<file path="config.mk">
export PLATFORM = sky130hd
export DESIGN_NAME = button_event_decoder_flat
export DESIGN_NICKNAME = d
export VERILOG_FILES = /design/src/rtl/button_event_decoder_if.sv /design/src/rtl/button_event_decoder.sv /design/src/flat_wrapper.sv
export SDC_FILE = /design/constraint.sdc
export NUM_CORES = 1
export LEC_CHECK = 0
export ABC_CLOCK_PERIOD_IN_PS = 3230
export BUFFER_PORTS_ARGS = -buffer_cell sky130_fd_sc_hd__buf_2
export CAP_MARGIN = 30
export CORE_MARGIN = 5
export CORE_UTILIZATION = 35
export CTS_CLUSTER_SIZE = 8
export DETAILED_ROUTE_END_ITERATION = 16
export GPL_TIMING_DRIVEN = 0
export HOLD_SLACK_MARGIN = 0.12
export PLACE_DENSITY = 0.61
export SYNTH_ARGS = -nofsm -noshare
export SYNTH_HDL_FRONTEND = slang
export SYNTH_SLANG_ARGS = --single-unit
export TNS_END_PERCENT = 20
</file>
<file path="constraint.sdc">
create_clock -name clk -period 3.23 [get_ports clk]
set_input_delay 0.323 -clock clk [delete_from_list [all_inputs] [get_ports clk]]
set_output_delay 0.323 -clock clk [all_outputs]
set_load 0.02 [all_outputs]
</file>
<file path="src/rtl/button_event_decoder_if.sv">
// Button-level input and classified event pulses between the debouncer, the decoder and the UI logic.
interface button_event_decoder_if;
    logic       btn_in;
    logic       press_pulse;
    logic       release_pulse;
    logic       click_pulse;
    logic       dclick_pulse;
    logic       long_pulse;
    logic       repeat_pulse;
    logic [2:0] state_o;

    modport master (
        output btn_in,
        input  press_pulse, release_pulse, click_pulse, dclick_pulse,
        input  long_pulse, repeat_pulse, state_o
    );

    modport slave (
        input  btn_in,
        output press_pulse, release_pulse, click_pulse, dclick_pulse,
        output long_pulse, repeat_pulse, state_o
    );
endinterface

</file>
<file path="src/rtl/button_event_decoder.sv">
// Classifies the debounced button level into registered one-clock event pulses.
// state  | meaning
// IDLE   | released, no gesture in progress
// PRESS1 | first press held, timing towards long press
// WAIT2  | first press released, timing the double-click gap
// PRESS2 | second press held; ends at release without further events
// HOLD   | long press reached, emitting auto-repeat pulses
module button_event_decoder #(
    parameter int LONG_CYCLES   = 50_000_000,
    parameter int DCLICK_CYCLES = 15_000_000,
    parameter int REPEAT_CYCLES = 10_000_000,
    parameter int CNT_W         = 26
) (
    input  logic                     clk,
    input  logic                     rst_n,
    button_event_decoder_if.slave    bus
);

    localparam logic [2:0] S_IDLE   = 3'd0;
    localparam logic [2:0] S_PRESS1 = 3'd1;
    localparam logic [2:0] S_WAIT2  = 3'd2;
    localparam logic [2:0] S_PRESS2 = 3'd3;
    localparam logic [2:0] S_HOLD   = 3'd4;

    localparam logic [CNT_W-1:0] LONG_LAST   = CNT_W'(LONG_CYCLES - 1);
    localparam logic [CNT_W-1:0] DCLICK_LAST = CNT_W'(DCLICK_CYCLES - 1);
    localparam logic [CNT_W-1:0] REPEAT_LAST = CNT_W'(REPEAT_CYCLES - 1);
    localparam logic [CNT_W-1:0] CNT_ONE     = CNT_W'(1);

    logic [2:0]       r_state;
    logic [CNT_W-1:0] r_timer;
    logic             r_btn_prev;
    logic             r_press;
    logic             r_release;
    logic             r_click;
    logic             r_dclick;
    logic             r_long;
    logic             r_repeat;

    logic [2:0]       w_state_nxt;
    logic [CNT_W-1:0] w_timer_nxt;
    logic             w_rise;
    logic             w_fall;
    logic             w_press;
    logic             w_release;
    logic             w_click;
    logic             w_dclick;
    logic             w_long;
    logic             w_repeat;

    assign w_rise = bus.btn_in & ~r_btn_prev;
    assign w_fall = ~bus.btn_in & r_btn_prev;

    always_ff @(posedge clk or negedge rst_n) begin
        if (!rst_n) begin
            r_state    <= S_IDLE;
            r_timer    <= '0;
            r_btn_prev <= 1'b0;
            r_press    <= 1'b0;
            r_release  <= 1'b0;
            r_click    <= 1'b0;
            r_dclick   <= 1'b0;
            r_long     <= 1'b0;
            r_repeat   <= 1'b0;
        end else begin
            r_state    <= w_state_nxt;
            r_timer    <= w_timer_nxt;
            r_btn_prev <= bus.btn_in;
            r_press    <= w_press;
            r_release  <= w_release;
            r_click    <= w_click;
            r_dclick   <= w_dclick;
            r_long     <= w_long;
            r_repeat   <= w_repeat;
        end
    end

    // Edges always win over a timer expiring in the same cycle.
    always_comb begin
        w_state_nxt = r_state;
        w_timer_nxt = '0;
        case (r_state)
            S_IDLE: begin
                if (w_rise) w_state_nxt = S_PRESS1;
            end
            S_PRESS1: begin
                if (w_fall)
                    w_state_nxt = S_WAIT2;
                else if (bus.btn_in && (r_timer == LONG_LAST))
                    w_state_nxt = S_HOLD;
                else
                    w_timer_nxt = r_timer + CNT_ONE;
            end
            S_WAIT2: begin
                if (w_rise)
                    w_state_nxt = S_PRESS2;
                else if (r_timer == DCLICK_LAST)
                    w_state_nxt = S_IDLE;
                else
                    w_timer_nxt = r_timer + CNT_ONE;
            end
            S_PRESS2: begin
                if (w_fall) w_state_nxt = S_IDLE;
            end
            S_HOLD: begin
                if (w_fall)
                    w_state_nxt = S_IDLE;
                else if (r_timer != REPEAT_LAST)
                    w_timer_nxt = r_timer + CNT_ONE;
            end
            default: begin
                w_state_nxt = S_IDLE;
            end
        endcase
    end

    always_comb begin
        w_press   = w_rise;
        w_release = w_fall;
        w_click   = 1'b0;
        w_dclick  = 1'b0;
        w_long    = 1'b0;
        w_repeat  = 1'b0;
        case (r_state)
            S_PRESS1: w_long   = bus.btn_in && !w_fall && (r_timer == LONG_LAST);
            S_WAIT2: begin
                w_dclick = w_rise;
                w_click  = !w_rise && (r_timer == DCLICK_LAST);
            end
            S_HOLD:   w_repeat = !w_fall && (r_timer == REPEAT_LAST);
            default: begin
                w_click  = 1'b0;
            end
        endcase
    end

    assign bus.press_pulse   = r_press;
    assign bus.release_pulse = r_release;
    assign bus.click_pulse   = r_click;
    assign bus.dclick_pulse  = r_dclick;
    assign bus.long_pulse    = r_long;
    assign bus.repeat_pulse  = r_repeat;
    assign bus.state_o       = r_state;

endmodule

</file>
<file path="src/flat_wrapper.sv">
// flat-port wrapper written by rule: the top's interface ports become plain ports
module button_event_decoder_flat 
#(
    parameter int LONG_CYCLES   = 50_000_000,
    parameter int DCLICK_CYCLES = 15_000_000,
    parameter int REPEAT_CYCLES = 10_000_000,
    parameter int CNT_W         = 26
)
  (clk, rst_n, bus_btn_in, bus_press_pulse, bus_release_pulse, bus_click_pulse, bus_dclick_pulse, bus_long_pulse, bus_repeat_pulse, bus_state_o);
  button_event_decoder_if bus_i ();
  input  logic clk;
  input  logic rst_n;
  input wire logic [$bits(bus_i.btn_in)-1:0] bus_btn_in;
  output wire logic [$bits(bus_i.press_pulse)-1:0] bus_press_pulse;
  output wire logic [$bits(bus_i.release_pulse)-1:0] bus_release_pulse;
  output wire logic [$bits(bus_i.click_pulse)-1:0] bus_click_pulse;
  output wire logic [$bits(bus_i.dclick_pulse)-1:0] bus_dclick_pulse;
  output wire logic [$bits(bus_i.long_pulse)-1:0] bus_long_pulse;
  output wire logic [$bits(bus_i.repeat_pulse)-1:0] bus_repeat_pulse;
  output wire logic [$bits(bus_i.state_o)-1:0] bus_state_o;
  assign bus_i.btn_in = bus_btn_in;
  assign bus_press_pulse = bus_i.press_pulse;
  assign bus_release_pulse = bus_i.release_pulse;
  assign bus_click_pulse = bus_i.click_pulse;
  assign bus_dclick_pulse = bus_i.dclick_pulse;
  assign bus_long_pulse = bus_i.long_pulse;
  assign bus_repeat_pulse = bus_i.repeat_pulse;
  assign bus_state_o = bus_i.state_o;
  button_event_decoder #(.LONG_CYCLES(LONG_CYCLES), .DCLICK_CYCLES(DCLICK_CYCLES), .REPEAT_CYCLES(REPEAT_CYCLES), .CNT_W(CNT_W)) u_core (.clk(clk), .rst_n(rst_n), .bus(bus_i));
endmodule
</file>
==> results of run 1 <==
-- layout by cell type (no fill, tap or decap), types with 2 or more instances in the layout --
cell type / netlist / layout
nor2_1: 36 / 36
dfrtp_1: 36 / 36
xor2_1: 20 / 20
nand3_1: 13 / 13
nand4_1: 12 / 12
buf_2: 0 / 11
nand2_1: 10 / 10
and3_1: 7 / 7
nor4_1: 5 / 5
clkbuf_8: 0 / 5
nor2b_1: 4 / 4
or4_1: 4 / 4
nor3_1: 4 / 4
xnor2_1: 4 / 4
nand2b_1: 3 / 3
clkbuf_1: 2 / 3
and4_1: 3 / 3
a21oi_1: 3 / 3
or4b_2: 2 / 2
buf_6: 2 / 2
-- through the flow --
stage	cells	power, uW
CTS	272	1050
global route	272	1090
finish	272	1030
detailed placement	264	651
floorplan	182	598
global placement	263	651
-- logic make-up (layout without fill, tap and decap cells) --
family	after synthesis	in the layout	synth area share (%)
buf+inv	5	25	1.89
fa+ha+maj	1	1	0.701
compound gates	8	8	3.57
simple gates	108	108	31.6
xor+xnor	24	24	11.8
flops	36	36	50.5
-- synthesized netlist by cell type, drive strengths merged, types with 2 or more instances --
master / count
a21oi: 3
xnor2: 4
and3: 7
nand2b: 3
nand3: 13
nor3: 4
nor2b: 4
dfrtp: 36
buf: 2
nand4: 12
nand2: 10
clkbuf: 2
xor2: 20
or4: 4
and4: 3
or4b: 2
nor4: 5
nor2: 36
-- power by group --
part	switching, uW	leakage, uW	internal [uW]
Sequential	24.2	0.000492	470
Clock	164	0.0000552	229
Combinational	92.1	0.000335	53.8
-- how the worst max path moves through the flow --
| stage | from | end | cells past startpoint |
|---|---|---|---|
| floorplan | u_core.r_timer[16] | u_core.r_timer[2] | 6 |
| global placement | u_core.r_timer[11] | u_core.r_timer[10] | 6 |
| detailed placement | u_core.r_timer[11] | u_core.r_timer[19] | 6 |
| CTS | u_core.r_timer[11] | u_core.r_timer[11] | 6 |
| global route | u_core.r_timer[11] | u_core.r_timer[9] | 6 |
| finish | u_core.r_timer[11] | u_core.r_timer[11] | 6 |
-- worst max-delay path: cells and delay by family (launching register included) --
kind,cells,cell delay [ns]
compound gates,1,0.55
buf+inv,1,0.23
flops,1,0.44
simple gates,4,1.59
-- routing by layer --
| layer | GRT usage (%) | share of wire (%) | vias to the layer above |
|---|---|---|---|
| li1 | - | - | 677 |
| met1 | 17.0 | 50 | 660 |
| met2 | 17.2 | 44 | 25 |
| met3 | 4.71 | 4.7 | 5 |
| met4 | 4.56 | 1.4 | 0 |
| met5 | 0 | 0 | - |
-- final cells by class --
| cell class | instances | area (um2) |
|---|---|---|
| plain buffers | 4 | 30.0 |
| fillers | 510 | 3000 |
| well taps | 70 | 87.6 |
| repair buffers | 12 | 65.1 |
| multi-input cells | 141 | 851 |
| clock inverters | 2 | 35.0 |
| inverters | 1 | 3.75 |
| flip-flops and latches | 36 | 901 |
| clock buffers | 6 | 72.6 |
==> qor.yml, run 1 <==
critical_path:
  r2r_cells: 6
  cp_max_fo: 10
  reg2reg_from: "u_core.r_timer[11]"
  path_cells: "or4b_2, nor4_1, nand4_1, a211oi_4, buf_6, nor2_1"
  end_kind: "register"
  slowest_stage: "or4b_2"
  arrival_ns: 3.11
  required_ns: 3.41
  ff2ff_setup_slack_ns: 0.30
  start_kind: "register"
  critPathMaxStageDelay_ns: 0.66
  worstSetupPathType: "register to register"
  r2r_end: "u_core.r_timer[11]"
sta:
  setup_tns_ns: 0
  clock.fmax_mhz: 342
  slew_violations: 0
  fin_crit_sh_pct: 90.6
  setup_violations: 0
  rsz0062_at_grt: "false"
  hold_slack_ns: 0.112
  worstMarginPinSlew_ns: 0.926
  final-hold-violation-count: 0
  period_needed_ns: 2.93
  max_slew_margin_pct: 37.8
  final.setup_skew_ns: 0.00811
  setup_slack_ns: 0.304
grt:
  grt_pass1_wl_mm: 6.04
  grt_pass1_vias: 1228
  antenna_found_initial: 0
  grt-ovfl-total: 0
  grt_max_degree: 37
  grt_usage_pct: 12.2
synthesis:
  yosysWarnings: 0
  ys_async_sr_fraction_pct: 100
  synthesis.area_um2: 1790
  synth.top_cell.area_share_pct: 50.5
  synth_edf_count: 0
  synth_cell_type_count: 30
  synthFlopType: "dfrtp_1"
  synthTopCellsByArea: "dfrtp_1 (50%), xor2_1 (9.8%), nor2_1 (7.6%)"
  synth-seq-cells: 36
  netlist_instances: 182
  synth_top_area_cell: "dfrtp_1"
  syn_nets: 186
  synth.avg_cell_area_um2: 9.81
  synth_seq_area_share_pct: 50.5
placed_design:
  placed_area_um2: 1940
  portBuffers: 11
  dp_hpwl_mm: 2.53
  place.gp.congestion: 0.823
  pre_cts_ws_ns: 0.331
cells_and_area:
  largest_reg_flops: 26
  area_delta_synth_final_pct: 14.6
  diodes: 0
  design_area_um2: 2050
  top_register: "u_core.r_timer"
  final_util_pct: 40.6
  nets: 205
  final_layout_size_suffix_gt1_share_pct: 12.4
clock_network:
  holdBufCountCts: 0
  numCtsBuffers: 5
  post_cts_buffers: 0
  cts_resized: 0
  clk_pin_slew_ns: 0.07
  htree_levels: 2
  cts.sinks: 36
  cts_buffer_depth: 2
  cts-root-buf: "clkbuf_8"
  clkLatencyLatePin_ns: 0.30
  cts_tree: "built"
floorplan:
  core-area_um2: 5040
  fp.dieW_um: 81.4
  io_pins: 12
  die_h_um: 81.4
  die_area_um2: 6630
  fp-row-count: 26
  start_util_pct: 35.4
route:
  drc: 0
  wire_per_inst_um: 13.7
  drt.antenna.violating_nets: 0
  drt-initial-drc-count: 40
  dr.pass1.iters: 4
  vias: 1367
  drt-total-wl_mm: 3.73
  routed_via_density: 5.03
status:
  status: "finished clean"
pwr:
  powerDensity_nw_per_um2: 505
  vdd_drop_max_uv: 262
  p_leak_uw: 0.000883
job:
  cap_viol_max_count: 0
min_path:
  hold_path_class: "input pin to asynchronous set/reset pin"
Power figures use the tool's default switching activity.
==> run 2, diff against run 1 <==
- CORE_ASPECT_RATIO: not set -> 0.75
- SLEW_MARGIN: not set -> 0
==> run 2 against run 1 <==
Die area up 0.22%. Largest cell class unchanged. Combinational power is essentially flat. Non-clock buffer count unchanged. Highest routed layer unchanged. Worst hold slack improved by 0.0083 ns. Largest power group unchanged. Sequential power about the same. Setup slack improved by 0.022 ns. Via count grew 0.37%. Sequential share of layout area up 0.71 points. Sequential cell count unchanged. Core utilization up 0.29 points.
==> qor.yml, run 2 (synthesized netlist as in run 1, its figures left out) <==
placed_design:
  place.gp.congestion: 0.759  # -7.8%
  portBuffers: 11  # unchanged
  dp.cells: 254  # -3.8%
  placed_area_um2: 1920  # -0.90%
  dp_hpwl_mm: 2.54  # about the same
cells_and_area:
  final_util_pct: 40.9  # +0.29 points
  largest_reg_flops: 26  # unchanged
  seq_area_um2: 901  # unchanged
  multiInputGateArea_um2: 851  # unchanged
  nets: 205  # unchanged
  fill_cells: 495  # -2.9%
  diodes: 0  # unchanged
  layout_common_cells: "nor2_1 (36), dfrtp_1 (36), xor2_1 (20)"
  fin_cells: 262  # -3.7%
  area_delta_synth_final_pct: 12.8
  final_layout_size_suffix_gt1_share_pct: 12.9  # +0.50 points
  design_area_um2: 2010  # -1.6%
  top_register: "u_core.r_timer"
floorplan:
  fp-row-count: 22  # -15%
  io_pins: 12  # unchanged
  start_util_pct: 36.2  # +0.83 points
  core-area_um2: 4930  # -2.3%
  die_h_um: 71.9  # -12%
  die_area_um2: 6640  # +0.22%
  fp.dieW_um: 92.5  # +14%
critical_path:
  reg2reg_from: "u_core.r_timer[11]"
  path_cells: "or4b_2, nor4_1, nand4_1, a211oi_4, buf_6, nor2_1"
  slowest_stage: "or4b_2"
  ff2ff_setup_slack_ns: 0.33  # +0.02 ns
  worstSetupPathType: "register to register"
  cp_max_fo: 10  # unchanged
  required_ns: 3.41  # about the same
  end_kind: "register"
  critPathMaxStageDelay_ns: 0.65  # about the same
  cp_num_buf_inv: 1  # unchanged
  arrival_ns: 3.09  # -0.02 ns
  r2r_cells: 6  # unchanged
  r2r_end: "u_core.r_timer[10]"
  start_kind: "register"
  crit_family: "simple AND/OR/NAND/NOR gates"
pwr:
  p_comb_share_pct: 15.1  # +1.0 points
  vdd_drop_max_uv: 157  # -40%
  swShare_pct: 28.7  # +1.6 points
  seqPwrFrac_pct: 50.8  # +2.9 points
  power.internal_uw: 695  # -7.8%
  total_power_uw: 974  # -5.8%
  p_leak_uw: 0.000880  # -0.33%
  power.net_switching_uw: 279  # -0.35%
  powerDensity_nw_per_um2: 484  # -4.2%
  clkPwrFrac_pct: 34.2  # -3.8 points
clock_network:
  clk_pin_slew_ns: 0.07  # about the same
  cts-root-buf: "clkbuf_8"
  post_cts_buffers: 0  # unchanged
  cts_resized: 0  # unchanged
  cts_tree: "built"
  cts.sinks: 36  # unchanged
  clkLatencyLatePin_ns: 0.29  # about the same
  htree_levels: 2  # unchanged
  numCtsBuffers: 5  # unchanged
  cts_buffer_depth: 2  # unchanged
  holdBufCountCts: 0  # unchanged
route:
  drt.antenna.violating_nets: 0  # unchanged
  routed_via_density: 5.24  # +4.2%
  wire_per_inst_um: 14.0  # +1.8%
  drt-total-wl_mm: 3.66  # -1.9%
  dr.pass1.iters: 4  # unchanged
  vias: 1372  # +0.37%
  drt-initial-drc-count: 71  # +78%
  drc: 0  # unchanged
sta:
  setup_violations: 0  # unchanged
  final-hold-violation-count: 0  # unchanged
  rsz0062_at_grt: "false"
  period_needed_ns: 2.90  # -0.0217 ns
  slew_violations: 0  # unchanged
  fin_crit_sh_pct: 89.9  # -0.67 points
  setup_tns_ns: 0  # unchanged
  clock.fmax_mhz: 344  # +0.75%
  max_slew_margin_pct: 37.9  # +0.15 points
  worstMarginPinSlew_ns: 0.924  # -0.00229 ns
  final.setup_skew_ns: 0.00681  # -0.00131 ns
min_path:
  hold_path_class: "input pin to asynchronous set/reset pin"
grt:
  grt_max_degree: 37  # unchanged
  antenna_found_initial: 0  # unchanged
  grtUsageMet2_pct: 16.0  # -1.2 points
  met3_usage_pct: 3.36  # -1.4 points
  grt-busiest-layer: "met1"
  grtUsageMet1_pct: 18.1  # +1.1 points
  grt_pass1_wl_mm: 6.24  # +3.2%
  grt_usage_pct: 12.1  # -0.19 points
  grt_pass1_vias: 1256  # +2.3%
  grt-ovfl-total: 0  # unchanged
status:
  status: "finished clean"
job:
  cap_viol_max_count: 0  # unchanged
run 2: cell types whose count changed in the layout (fill, tap and decap cells not counted), sizes merged:
| cell | previous run | this run |
|---|---|---|
| bufinv | 1 | 0 |
| clkinv | 1 | 2 |
| clkdlybuf4s18 | 1 | 0 |
| buf | 13 | 14 |
run 2: how the worst max path moves through the flow:
stage,start,end,depth (start not counted)
floorplan,u_core.r_timer[16],u_core.r_timer[2],6
global placement,u_core.r_timer[8],u_core.r_timer[10],6
detailed placement,u_core.r_timer[11],u_core.r_timer[10],6
CTS,u_core.r_timer[8],u_core.r_timer[10],6
global route,u_core.r_timer[8],u_core.r_timer[10],6
finish,u_core.r_timer[11],u_core.r_timer[10],6
run 2: final cells by class:
class,instances,area share (%)
clock inverter,2,0.497
sequential,36,44.7
clock buffer,6,4.10
tap,60,3.73
buffer,4,1.49
multi-input combinational,141,42.3
inverter,1,0.186
timing repair buffer,12,2.98
run 2: routing by layer:
metal,vias to the layer above,wire [um]
li1,684,-
met3,6,170
met5,-,0
met4,0,57
met1,654,1960
met2,28,1470
run 2: stage by stage:
stage | setup slack, ns | hold WS (ns)
floorplan | 0.783 | 0.0274
global placement | 0.320 | 0.470
detailed placement | 0.333 | 0.467
CTS | 0.320 | 0.148
global route | 0.0931 | 0.189
finish | 0.326 | 0.121
run 2: worst reg2reg max path, stage by stage (launching register included):
cell and delay (ns):
dfrtp_1 0.45, or4b_2 0.65, nor4_1 0.49, nand4_1 0.32, a211oi_4 0.59, buf_6 0.23
nor2_1 0.06
run 2: power by group through the flow:
stage,Clock [uW],Combinational (uW),Sequential (uW)
floorplan,0,89.2,509
global placement,0,149,503
detailed placement,0,147,502
CTS,345,148,493
global route,365,163,497
finish,333,147,494
==> run 3, diff against run 2 <==
- ABC_AREA: not set -> 1
==> run 3 against run 2 <==
Combinational power increased by 120%. Wire length increased by 36%. Clock power hardly changed. Core utilization shrank 0.98 points. Sequential share of layout area is 8.8 points lower. Area after synthesis up 26%. Non-clock buffer count fell by 3. Synthesized cell count rose by 81%. Final area is 25% higher. Sequential power grew 1%.
==> qor.yml, run 3 <==
sta:
  final-hold-violation-count: 0  # unchanged
  rsz0062_at_grt: "false"
  clock.fmax_mhz: 561  # +63%
  setup_violations: 0  # unchanged
  setup_tns_ns: 0  # unchanged
  setup_slack_ns: 1.45  # +1.12 ns
  period_needed_ns: 1.78  # -1.12 ns
  slew_violations: 0  # unchanged
  final.setup_skew_ns: 0.00382  # -0.00298 ns
  worstMarginPinSlew_ns: 0.822  # -0.102 ns
  fin_crit_sh_pct: 55.1  # -35 points
  max_slew_margin_pct: 45.2  # +7.3 points
cells_and_area:
  final_common_cell: "nand2_1"
  multiInputGateArea_um2: 1090  # +28%
  largest_reg_flops: 26  # unchanged
  layout_common_cells: "nand2_1 (94), inv_1 (66), nor2_1 (51)"
  seq_area_um2: 901  # unchanged
  diodes: 0  # unchanged
  final_layout_size_suffix_gt1_share_pct: 10.9  # -2.0 points
  nets: 352  # +72%
  final_util_pct: 39.9  # -0.98 points
  fin_cells: 430  # +64%
  top_register: "u_core.r_timer"
  area_delta_synth_final_pct: 11.1
  fill_cells: 680  # +37%
floorplan:
  io_pins: 12  # unchanged
  die_h_um: 79.5  # +11%
  die_area_um2: 8170  # +23%
  fp.dieW_um: 103  # +11%
  fp-row-count: 25  # +14%
  core-area_um2: 6290  # +28%
  start_util_pct: 35.9  # -0.34 points
pwr:
  seqPwrFrac_pct: 43.1  # -7.7 points
  p_leak_uw: 0.00136  # +55%
  p_comb_share_pct: 28.1  # +13 points
  swShare_pct: 33.0  # +4.3 points
  total_power_uw: 1160  # +19%
  vdd_drop_max_uv: 204  # +30%
  powerDensity_nw_per_um2: 462  # -4.4%
  power.internal_uw: 777  # +12%
  power.net_switching_uw: 382  # +37%
  clkPwrFrac_pct: 28.8  # -5.4 points
critical_path:
  r2r_cells: 10  # +4
  start_kind: "register"
  arrival_ns: 1.96  # -1.13 ns
  required_ns: 3.41  # about the same
  worstSetupPathType: "register to register"
  end_kind: "register"
  cp_max_fo: 10  # unchanged
min_path:
  hold_path_class: "input pin to asynchronous set/reset pin"
route:
  vias: 1947  # +42%
  wire_per_inst_um: 11.6  # -17%
  drt-total-wl_mm: 4.97  # +36%
  drt.antenna.violating_nets: 0  # unchanged
  routed_via_density: 4.53  # -14%
  drc: 0  # unchanged
  dr.pass1.iters: 4  # unchanged
  drt-initial-drc-count: 93  # +31%
synthesis:
  ys_async_sr_fraction_pct: 100  # unchanged
  synth.avg_cell_area_um2: 6.84  # -30%
  synth-seq-cells: 36  # unchanged
  synthTopCellsByArea: "dfrtp_1 (40%), nand2_1 (16%), inv_1 (11%)"
  netlist_instances: 330  # +81%
  syn_nets: 334  # +80%
  synth_edf_count: 0  # unchanged
  synthFlopType: "dfrtp_1"
  synthesis.area_um2: 2260  # +26%
  synth_seq_area_share_pct: 39.9  # -11 points
  synth_common_cells: "nand2_1 (94), inv_1 (66), nor2_1 (51)"
  synth.most_common_cell: "nand2_1"
  synth_top_area_cell: "dfrtp_1"
  synth_cell_type_count: 21  # -30%
  synth.top_cell.area_share_pct: 39.9  # -11 points
  yosysWarnings: 0  # unchanged
status:
  status: "finished clean"
clock_network:
  cts.sinks: 36  # unchanged
  clk_pin_slew_ns: 0.07  # about the same
  numCtsBuffers: 5  # unchanged
  cts-root-buf: "clkbuf_8"
  holdBufCountCts: 0  # unchanged
  htree_levels: 2  # unchanged
  post_cts_buffers: 0  # unchanged
  clkLatencyLatePin_ns: 0.28  # about the same
  cts_tree: "built"
  cts_buffer_depth: 2  # unchanged
  cts_resized: 0  # unchanged
grt:
  grt-ovfl-total: 0  # unchanged
  grt_usage_pct: 13.6  # +1.5 points
  grt_pass1_vias: 1952  # +55%
  grt_max_degree: 37  # unchanged
  grt_pass1_wl_mm: 8.78  # +41%
  antenna_found_initial: 0  # unchanged
placed_design:
  place.gp.congestion: 0.900  # +19%
  portBuffers: 11  # unchanged
  dp.cells: 422  # +66%
  dp_hpwl_mm: 3.92  # +55%
  pre_cts_ws_ns: 1.44  # +1.11 ns
job:
  cap_viol_max_count: 0  # unchanged
[run 3: stage by stage]
step / cell area (um2) / hold WS (ns)
2_1_floorplan: 2260 / 0.0274
3_3_place_gp: 2410 / 0.464
3_5_place_dp: 2410 / 0.473
4_1_cts: 2510 / 0.162
5_1_grt: 2510 / 0.172
6_report: 2510 / 0.135
[run 3: final timing paths]
| kind | slack (ns) | to | start |
|---|---|---|---|
| setup / recovery | 1.45 | u_core.r_timer[1] | u_core.r_timer[0] |
| hold / removal | 0.14 | u_core.r_timer[25] | rst_n |
| setup reg to reg | 1.45 | u_core.r_timer[1] | u_core.r_timer[0] |
| hold reg to reg | 0.50 | u_core.bus.state_o[0] | u_core.bus.state_o[0] |
| max in group asynchronous | 2.58 | u_core.r_timer[17] | rst_n |
| min in group clk | 0.19 | u_core.r_btn_prev | bus_btn_in |
[run 3: per-layer routing]
| metal | global-route usage [%] | part of all wire, % | vias up |
|---|---|---|---|
| li1 | - | - | 1022 |
| met1 | 19.6 | 51 | 869 |
| met2 | 20.9 | 41 | 54 |
| met3 | 2.97 | 7.6 | 2 |
| met4 | 2.85 | 0.32 | 0 |
| met5 | 0 | 0 | - |
[run 3: power groups by stage]
stage | registers (uW) | logic [uW] | clock network (uW)
2_1_floorplan | 525 | 226 | 0
3_3_place_gp | 507 | 328 | 0
3_5_place_dp | 509 | 333 | 0
4_1_cts | 500 | 334 | 350
5_1_grt | 504 | 367 | 375
6_report | 500 | 325 | 334
[run 3: area by class of cell]
class                   count  share of cell area [%]
well taps                  81                    4.04
clock buffers               7                    3.44
multi-input cells         226                    43.3
repair buffers             11                    2.20
flip-flops and latches     36                    35.9
plain buffers               2                   0.898
inverters                  66                    9.88
clock inverters             1                   0.299
[run 3: logic make-up after synthesis]
| kind of cell | after synthesis | synth area share (%) |
|---|---|---|
| buf+inv | 68 | 12.0 |
| fa+ha+maj | 1 | 0.554 |
| compound gates | 7 | 1.55 |
| simple gates | 207 | 41.7 |
| xor+xnor | 11 | 4.27 |
| flops | 36 | 39.9 |
[run 3: critical path, cell delays in order (launching register included)]
cell,delay (ns)
dfrtp_1,0.35
ha_1,0.20
nand2_2,0.09
nor2_4,0.12
nand2_1,0.08
nor2_1,0.12
nand3_1,0.12
nand2_2,0.14
nand3_4,0.14
buf_6,0.18
and2_4,0.13
